===== src/rtl/mem_arbiter.sv =====
// mem_arbiter
//   Two-requester arbiter in front of a single-port DataMemory. Requester 0 is
//   the CU/EU and requester 1 is the loader/debug port. Each access takes
//   three cycles: IDLE (arbitrate and latch) -> ACCESS (one memory strobe) ->
//   RESP (one-cycle ack). A burst lock lets the last owner keep the memory for
//   up to BURST_MAX back-to-back grants while the other side waits.
//
// Configuration macro: MEM_ARB_RR_EN
//   defined   : once the lock has expired or is absent, contention goes to the
//               requester that was not the last owner (round-robin).
//   undefined : once the lock has expired or is absent, contention goes to
//               requester 0 (fixed priority). This is the default build.
//
// Ports
//   clk, rst                 clock, synchronous active-high reset
//   req0/req1                access request
//   wr0/wr1                  1 = write, 0 = read
//   addr0/addr1 [AW]         access address
//   wdata0/wdata1 [DW]       write data
//   gnt0/gnt1                requester owns the memory (ACCESS and RESP)
//   ack0/ack1                one-cycle completion pulse (RESP)
//   rdata [DW]               read data, straight from mem_rdata, valid with ack
//   mem_addr/mem_wdata       registered memory address / write data
//   mem_rd/mem_wr            registered one-cycle memory strobes
//   mem_rdata [DW]           memory read data, valid the cycle after mem_rd
//   dbg_state [2]            current FSM state (0 IDLE, 1 ACCESS, 2 RESP)
//
// Handshake: a requester raises reqN with wrN/addrN/wdataN and holds them
// stable until the cycle in which ackN is high. The request is only sampled in
// IDLE; gntN then stays high through ACCESS and RESP, and ackN pulses in RESP.
// Keeping reqN high in the cycle after ackN is a new request. Dropping reqN
// before it is granted withdraws it with no ack.

module mem_arbiter #(
  parameter int AW        = 7,
  parameter int DW        = 8,
  parameter int BURST_MAX = 4
) (
  input  logic          clk,
  input  logic          rst,
  input  logic          req0,
  input  logic          req1,
  input  logic          wr0,
  input  logic          wr1,
  input  logic [AW-1:0] addr0,
  input  logic [AW-1:0] addr1,
  input  logic [DW-1:0] wdata0,
  input  logic [DW-1:0] wdata1,
  output logic          gnt0,
  output logic          gnt1,
  output logic          ack0,
  output logic          ack1,
  output logic [DW-1:0] rdata,
  output logic [AW-1:0] mem_addr,
  output logic [DW-1:0] mem_wdata,
  output logic          mem_rd,
  output logic          mem_wr,
  input  logic [DW-1:0] mem_rdata,
  output logic [1:0]    dbg_state
);

  typedef enum logic [1:0] {
    IDLE   = 2'd0,
    ACCESS = 2'd1,
    RESP   = 2'd2
  } state_t;

  localparam logic [3:0] BMAX = 4'(BURST_MAX);

  state_t     state;
  logic       last_owner;  // also the owner of the in-flight access
  logic       lock;        // set by a grant, cleared by an idle cycle with no request
  logic [3:0] burst_cnt;

  logic       win;
  logic       win_wr;
  logic [3:0] next_cnt;

  // Winner selection, evaluated every cycle but only used in IDLE.
  always_comb begin
    win = 1'b0;
    if (req0 && !req1) begin
      win = 1'b0;
    end else if (req1 && !req0) begin
      win = 1'b1;
    end else if (lock && (burst_cnt < BMAX)) begin
      win = last_owner;
    end else begin
`ifdef MEM_ARB_RR_EN
      win = ~last_owner;
`else
      win = 1'b0;
`endif
    end
  end

  always_comb begin
    win_wr   = win ? wr1 : wr0;
    next_cnt = 4'd1;
    // Same owner re-granted without an intervening idle cycle extends the burst.
    if (lock && (win == last_owner)) begin
      next_cnt = (burst_cnt >= BMAX) ? BMAX : burst_cnt + 4'd1;
    end
  end

  always_ff @(posedge clk) begin
    if (rst) begin
      state      <= IDLE;
      last_owner <= 1'b1;
      lock       <= 1'b0;
      burst_cnt  <= 4'd0;
      gnt0       <= 1'b0;
      gnt1       <= 1'b0;
      ack0       <= 1'b0;
      ack1       <= 1'b0;
      mem_rd     <= 1'b0;
      mem_wr     <= 1'b0;
      mem_addr   <= '0;
      mem_wdata  <= '0;
    end else begin
      case (state)
        IDLE: begin
          if (req0 || req1) begin
            last_owner <= win;
            lock       <= 1'b1;
            burst_cnt  <= next_cnt;
            mem_addr   <= win ? addr1 : addr0;
            mem_wdata  <= win ? wdata1 : wdata0;
            mem_wr     <= win_wr;
            mem_rd     <= ~win_wr;
            gnt0       <= ~win;
            gnt1       <= win;
            state      <= ACCESS;
          end else begin
            lock      <= 1'b0;
            burst_cnt <= 4'd0;
          end
        end
        ACCESS: begin
          mem_rd <= 1'b0;
          mem_wr <= 1'b0;
          ack0   <= ~last_owner;
          ack1   <= last_owner;
          state  <= RESP;
        end
        RESP: begin
          ack0  <= 1'b0;
          ack1  <= 1'b0;
          gnt0  <= 1'b0;
          gnt1  <= 1'b0;
          state <= IDLE;
        end
        default: state <= IDLE;
      endcase
    end
  end

  // mem_rdata is valid exactly in RESP, which is the ack cycle.
  assign rdata     = mem_rdata;
  assign dbg_state = state;

endmodule


===== config.mk =====
export PLATFORM = sky130hd
export DESIGN_NAME = mem_arbiter
export DESIGN_NICKNAME = d
export VERILOG_FILES = /design/src/rtl/mem_arbiter.sv
export SDC_FILE = /design/constraint.sdc
export NUM_CORES = 1
export LEC_CHECK = 0
export ABC_CLOCK_PERIOD_IN_PS = 3500
export BUFFER_PORTS_ARGS = -buffer_cell sky130_fd_sc_hd__buf_2
export CAP_MARGIN = 25
export CORE_UTILIZATION = 50
export DETAILED_ROUTE_END_ITERATION = 8
export GPL_TIMING_DRIVEN = 0
export PLACE_DENSITY_LB_ADDON = 0.12
export SLEW_MARGIN = 20
export SYNTH_ARGS = -nofsm -noshare
export SYNTH_HDL_FRONTEND = slang
export SYNTH_SLANG_ARGS = --single-unit

===== constraint.sdc =====
create_clock -name clk -period 3.5 [get_ports clk]
set_input_delay 0.175 -clock clk [delete_from_list [all_inputs] [get_ports clk]]
set_output_delay 0.175 -clock clk [all_outputs]
set_load 0.05 [all_outputs]

Word level (Yosys, flattened, before mapping)

Cells that the tools add are included.

Flip-flop bits (word level): 29
Input bits: 44
Output and inout port bits: 31
Logic and storage cells: 58

Add/sub/neg operators: 1
$lt $le $gt $ge: 2
Equality and inequality tests: 4
Muxes and demuxes: 22
Bitwise gates (word level): 3
Reductions and logical operators: 14

Operators by type and width:

| operator                                                                      | count |
|---|---|
| 4-bit 2-to-1 mux                                                              | 3 |
| 1-bit case mux with 2 select lines                                            | 6 |
| 1-bit 2-to-1 mux                                                              | 9 |
| 8-bit 2-to-1 mux                                                              | 1 |
| 7-bit 2-to-1 mux                                                              | 1 |
| 2-bit AND reduction                                                           | 3 |
| 2-bit nonzero test                                                            | 3 |
| 4-bit by 1-bit adder with 4-bit output (second input constant)                | 1 |
| 4-bit by 3-bit >= comparator with 1-bit output (second input constant)        | 1 |
| 1-bit logical AND                                                             | 4 |
| 4-bit by 3-bit less-than comparator with 1-bit output (second input constant) | 1 |
| 2-bit case mux with 2 select lines                                            | 1 |
| 1-bit inverter                                                                | 3 |
| 2-bit by 1-bit == test with 1-bit output (second input constant)              | 1 |
| 2-bit == test (second input constant)                                         | 1 |
| 1-bit zero test                                                               | 2 |
| 2-bit zero test                                                               | 1 |
| 2-bit 2-to-1 mux                                                              | 1 |
| 2-bit inequality test (second input constant)                                 | 1 |
| 1-bit == test                                                                 | 1 |
| 1-bit logical OR                                                              | 1 |

Logic depth before layout (Yosys ltp)

Depth in word-level cells: 9
Depth in mapped cells: 7
Depth with buffers taken out: 5

Worst setup path before layout

OpenSTA, ideal clock, no wires.

Kind: reg-to-reg
Start: register state[0] (netlist: dbg_state[0])
End: register last_owner
Setup time: 0.120 ns
Arrival time: 1.688 ns
Data required time: 3.380 ns
Setup slack: 1.692 ns
Cell stages (with the launch flop): 7
Buffers on the path: 2
Clock period less this slack: 1.808 ns
Cell sequence: dfxtp_1 -> inv_1 -> ha_1 -> nor2b_1 -> buf_4 -> buf_6 -> a211o_1

Word-level cells in the longest chain between the ends: 2

RTL lines:

| item                          | RTL line | text |
|---|---|---|
| start: declaration            | 70       | `state_t state;` |
| start signal: assignment      | 108      | `state <= IDLE;` |
| start signal: assignment      | 133      | `state <= ACCESS;` |
| start signal: assignment      | 144      | `state <= RESP;` |
| 2-bit zero test               | 121      | `case (state)` |
| 2-bit AND reduction (no line) | n/a      |  |
| end signal: assignment        | 124      | `last_owner <= win;` |
| end: declaration              | 71       | `logic last_owner;` |

No other way between the ends.
A chain may end at the register's enable or synchronous reset.

Worst setup path after layout

Start: register state[0] (netlist: dbg_state[0])
End: register mem_wdata[5]

Word-level cells in the longest chain between the ends: 2

RTL lines:

| item                          | RTL line | text |
|---|---|---|
| 2-bit zero test               | 121      |  |
| 2-bit AND reduction (no line) | n/a      |  |
| end signal: assignment        | 128      | `mem_wdata <= win ? wdata1 : wdata0;` |
| end: declaration              | 55       | `output logic [DW-1:0] mem_wdata,` |

No other way between the ends.

==> results.cfg <==
[setup_path]
cp.arrival_ns = 1.75
worst-path-max-fanout = 10
start_kind = flop
endpoint_kind = flop
path_class = flop to flop
critPathRequiredTime_ns = 3.71

[synth]
synth_top_family_by_area = compound AO/OA/AOI/OAI gates
ys_async_sr_fraction_pct = 0
synth_cell_types = 43
synth_ff_type = dfxtp_1
ys_warn_count = 0
synth.area.top_cells = dfxtp_1 (35%), a311oi_1 (8.9%), a31oi_1 (6.0%)
yosysSeqAreaShare_pct = 34.89
syn_area_sq_um = 1664
synth.most_common_cell = dfxtp_1
yosysTopAreaCellShare_pct = 34.89
syn_area_per_cell_sq_um = 8.622
yosys.area_share.simple_pct = 20.68
yosys.area.top_type = dfxtp_1
synth_compound_area_share_pct = 27.52
ys_top_cells_by_count = dfxtp_1 (29), nor2_1 (21), o21ai_0 (18), a311oi_1 (17), a31oi_1 (16)
netlist_instances = 193
synth_seq_cells = 29
synth_adder_area_share_pct = 3.008
synth_edf_count = 0
synth-xor-area-share_pct = 0
synth_fp_nets = 241
synth_mux_area_share_pct = 1.805

[cells_and_area]
n_fill_cell = 294
regArea_sq_um = 580.6
final_util_pct = 67.98
drive_above_1_share_pct = 39.70
syn2layout_area_growth_pct = 26.77
finalNetCount = 314
n_antenna_cell = 0
postLayoutCellArea_sq_um = 2110
multiInputGateArea_sq_um = 882.1

[drt]
routed_wl_microns = 4283
antenna_left = 0
vias = 1746
avgRoutedWirePerCell_microns = 13.77
dr.pass1.iters = 4
via_per_inst = 5.614
drt_iter0_markers = 81
drc = 0

[placed_design]
dpl_cell_area_sq_um = 2044
gp_congestion = 0.8186
io_buffers = 65
dpl.hpwl_microns = 3120

[die]
core_area_sq_um = 3103
rows = 20
start_util_pct = 53.63
die_height_microns = 59.69
die_x_microns = 59.69
io-pin-count = 75
die_area_sq_um = 3563

[worst_hold_path]
hp-class = input pin to flop

[clock_network]
cts_resized = 0
cts_made_buffers = 5
cts_max_level = 2
cts_sinks = 29
worst_skew_pair.late_latency_ns = 0.34
cts_buffer_depth = 2
clk_pin_slew_ns = 0.10
cts-root-buf = clkbuf_4
tritoncts = done

[power]
seqPwrFrac_pct = 39.1
p_total_w = 0.001014
power_density_nw_per_um2 = 480.8
leakage_nw = 1.009
ir_drop_uv = 276.9
p_int_w = 0.0005861
p_sw_w = 0.0004282
power.share.combinational_pct = 40.8
clkPwrFrac_pct = 20.1
swShare_pct = 42.22

[status]
status = completed

[global_route]
grt_pass1_vias = 1557
grt_start_max_net_pins = 11
antenna_found_initial = 0
gr-usage-all-layers_pct = 26.55
gr-total-overflow = 0
grt_pass1_wl_microns = 6989

[timing]
worstMarginPinSlew_ns = 0.4861
rsz0062_at_grt = false
finalClockSkew_ns = 0.006832
finalHoldViolCount = 0
finalCriticalPeriod_ns = 1.538
fin_setup_tns_ns = 0
fin_crit_sh_pct = 43.95
whs_ns = 0.1678
max_slew_margin_pct = 67.59
finalSetupViolCount = 0
report.final.slew_viol_count = 0
fmax_ghz = 0.6500

[flow_run]
maxCapViolations = 0
-- state kept, by name (all words and copies together), names as in the netlist --
| register | flops |
|---|---|
| mem_wdata | 8 |
| mem_addr | 7 |
| burst_cnt | 4 |
| dbg_state | 2 |
| ack0 | 1 |
| ack1 | 1 |
| gnt0 | 1 |
| gnt1 | 1 |
| last_owner | 1 |
| lock | 1 |
| mem_rd | 1 |
| mem_wr | 1 |
-- cell type report --
type / count / share of cell area, %
Buffer: 22 / 8.660
Clock buffer: 5 / 1.779
Multi-Input combinational cell: 137 / 41.82
Tap cell: 44 / 2.610
Clock inverter: 3 / 0.8304
Sequential cell: 29 / 27.52
Timing Repair Buffer: 66 / 15.90
Inverter: 5 / 0.8897
-- critical path, cell delays in order, from the launching register on --
cell	delay [ns]
dfxtp_1	0.34
inv_1	0.11
ha_1	0.23
buf_6	0.16
clkbuf_1	0.40
a311oi_1	0.16
-- final timing paths --
kind / from / endpoint / slack, ns / cells after the start
worst max-delay path: dbg_state[0]$_SDFFE_PP0P_ / mem_wdata[5]$_SDFFE_PP0P_ / 1.96 / 5
worst min-delay path: addr0[2] / mem_addr[2]$_SDFFE_PP0P_ / 0.17 / 3
worst max register to register: dbg_state[0]$_SDFFE_PP0P_ / mem_wdata[5]$_SDFFE_PP0P_ / 1.96 / 5
worst min register to register: ack1$_SDFFE_PP0P_ / ack1$_SDFFE_PP0P_ / 0.48 / 2
-- repair_timing --
item | CTS | global route
setup buffers | 0 | 0
hold buffers | 0 | 1
hold endpoints to repair | 0 | 1
-- cells by family (layout without fill, tap and decap cells) --
family                   Yosys count  count (layout)
AO/OA/AOI/OAI                     69              69
AND/OR/NAND/NOR                   61              61
flip-flops                        29              29
buffers and inverters             27             101
adder cells (fa/ha/maj)            4               4
multiplexers                       3               3
-- layer usage --
layer  GRT usage, %  vias to the layer above  wire length [microns]
li1               -                      863                      -
met1          33.33                      798                   1909
met2          43.02                       79                   1963
met3          8.874                        6                    359
met4          7.973                        0                     51
met5              0                        -                      0
-- through the flow --
| step | cells | worst slack, ns |
|---|---|---|
| finish | 311 | 1.962 |
| global route | 311 | 1.767 |
| CTS | 310 | 1.951 |
| detailed placement | 302 | 1.957 |
| global placement | 302 | 2.000 |
| floorplan | 193 | 1.692 |
-- placed cells by master (no fill, tap or decap), types with 2 or more instances in the layout --
cell	instances
buf_2	66
dfxtp_1	29
nor2_1	21
o21ai_0	18
a311oi_1	17
a31oi_1	16
and3_1	11
buf_4	9
a21oi_1	8
nand2_1	6
buf_6	5
and3_2	5
clkbuf_4	5
nand2b_1	4
ha_1	4
inv_1	3
clkbuf_1	3
mux2i_1	3
inv_2	2
o211ai_1	2
nor2b_1	2
nand3_1	2
clkinv_2	2
-- power by group through the flow --
stage	Clock, W	Sequential [W]	Combinational, W
final	0.000204	0.000396	0.000414
after global routing	0.000229	0.000402	0.000445
after CTS	0.000210	0.000396	0.000413
after detailed placement	0	0.000403	0.000412
after global placement	0	0.000402	0.000409
after floorplan	0	0.000521	0.000195
No activity file was read; power rests on OpenSTA's default activity.
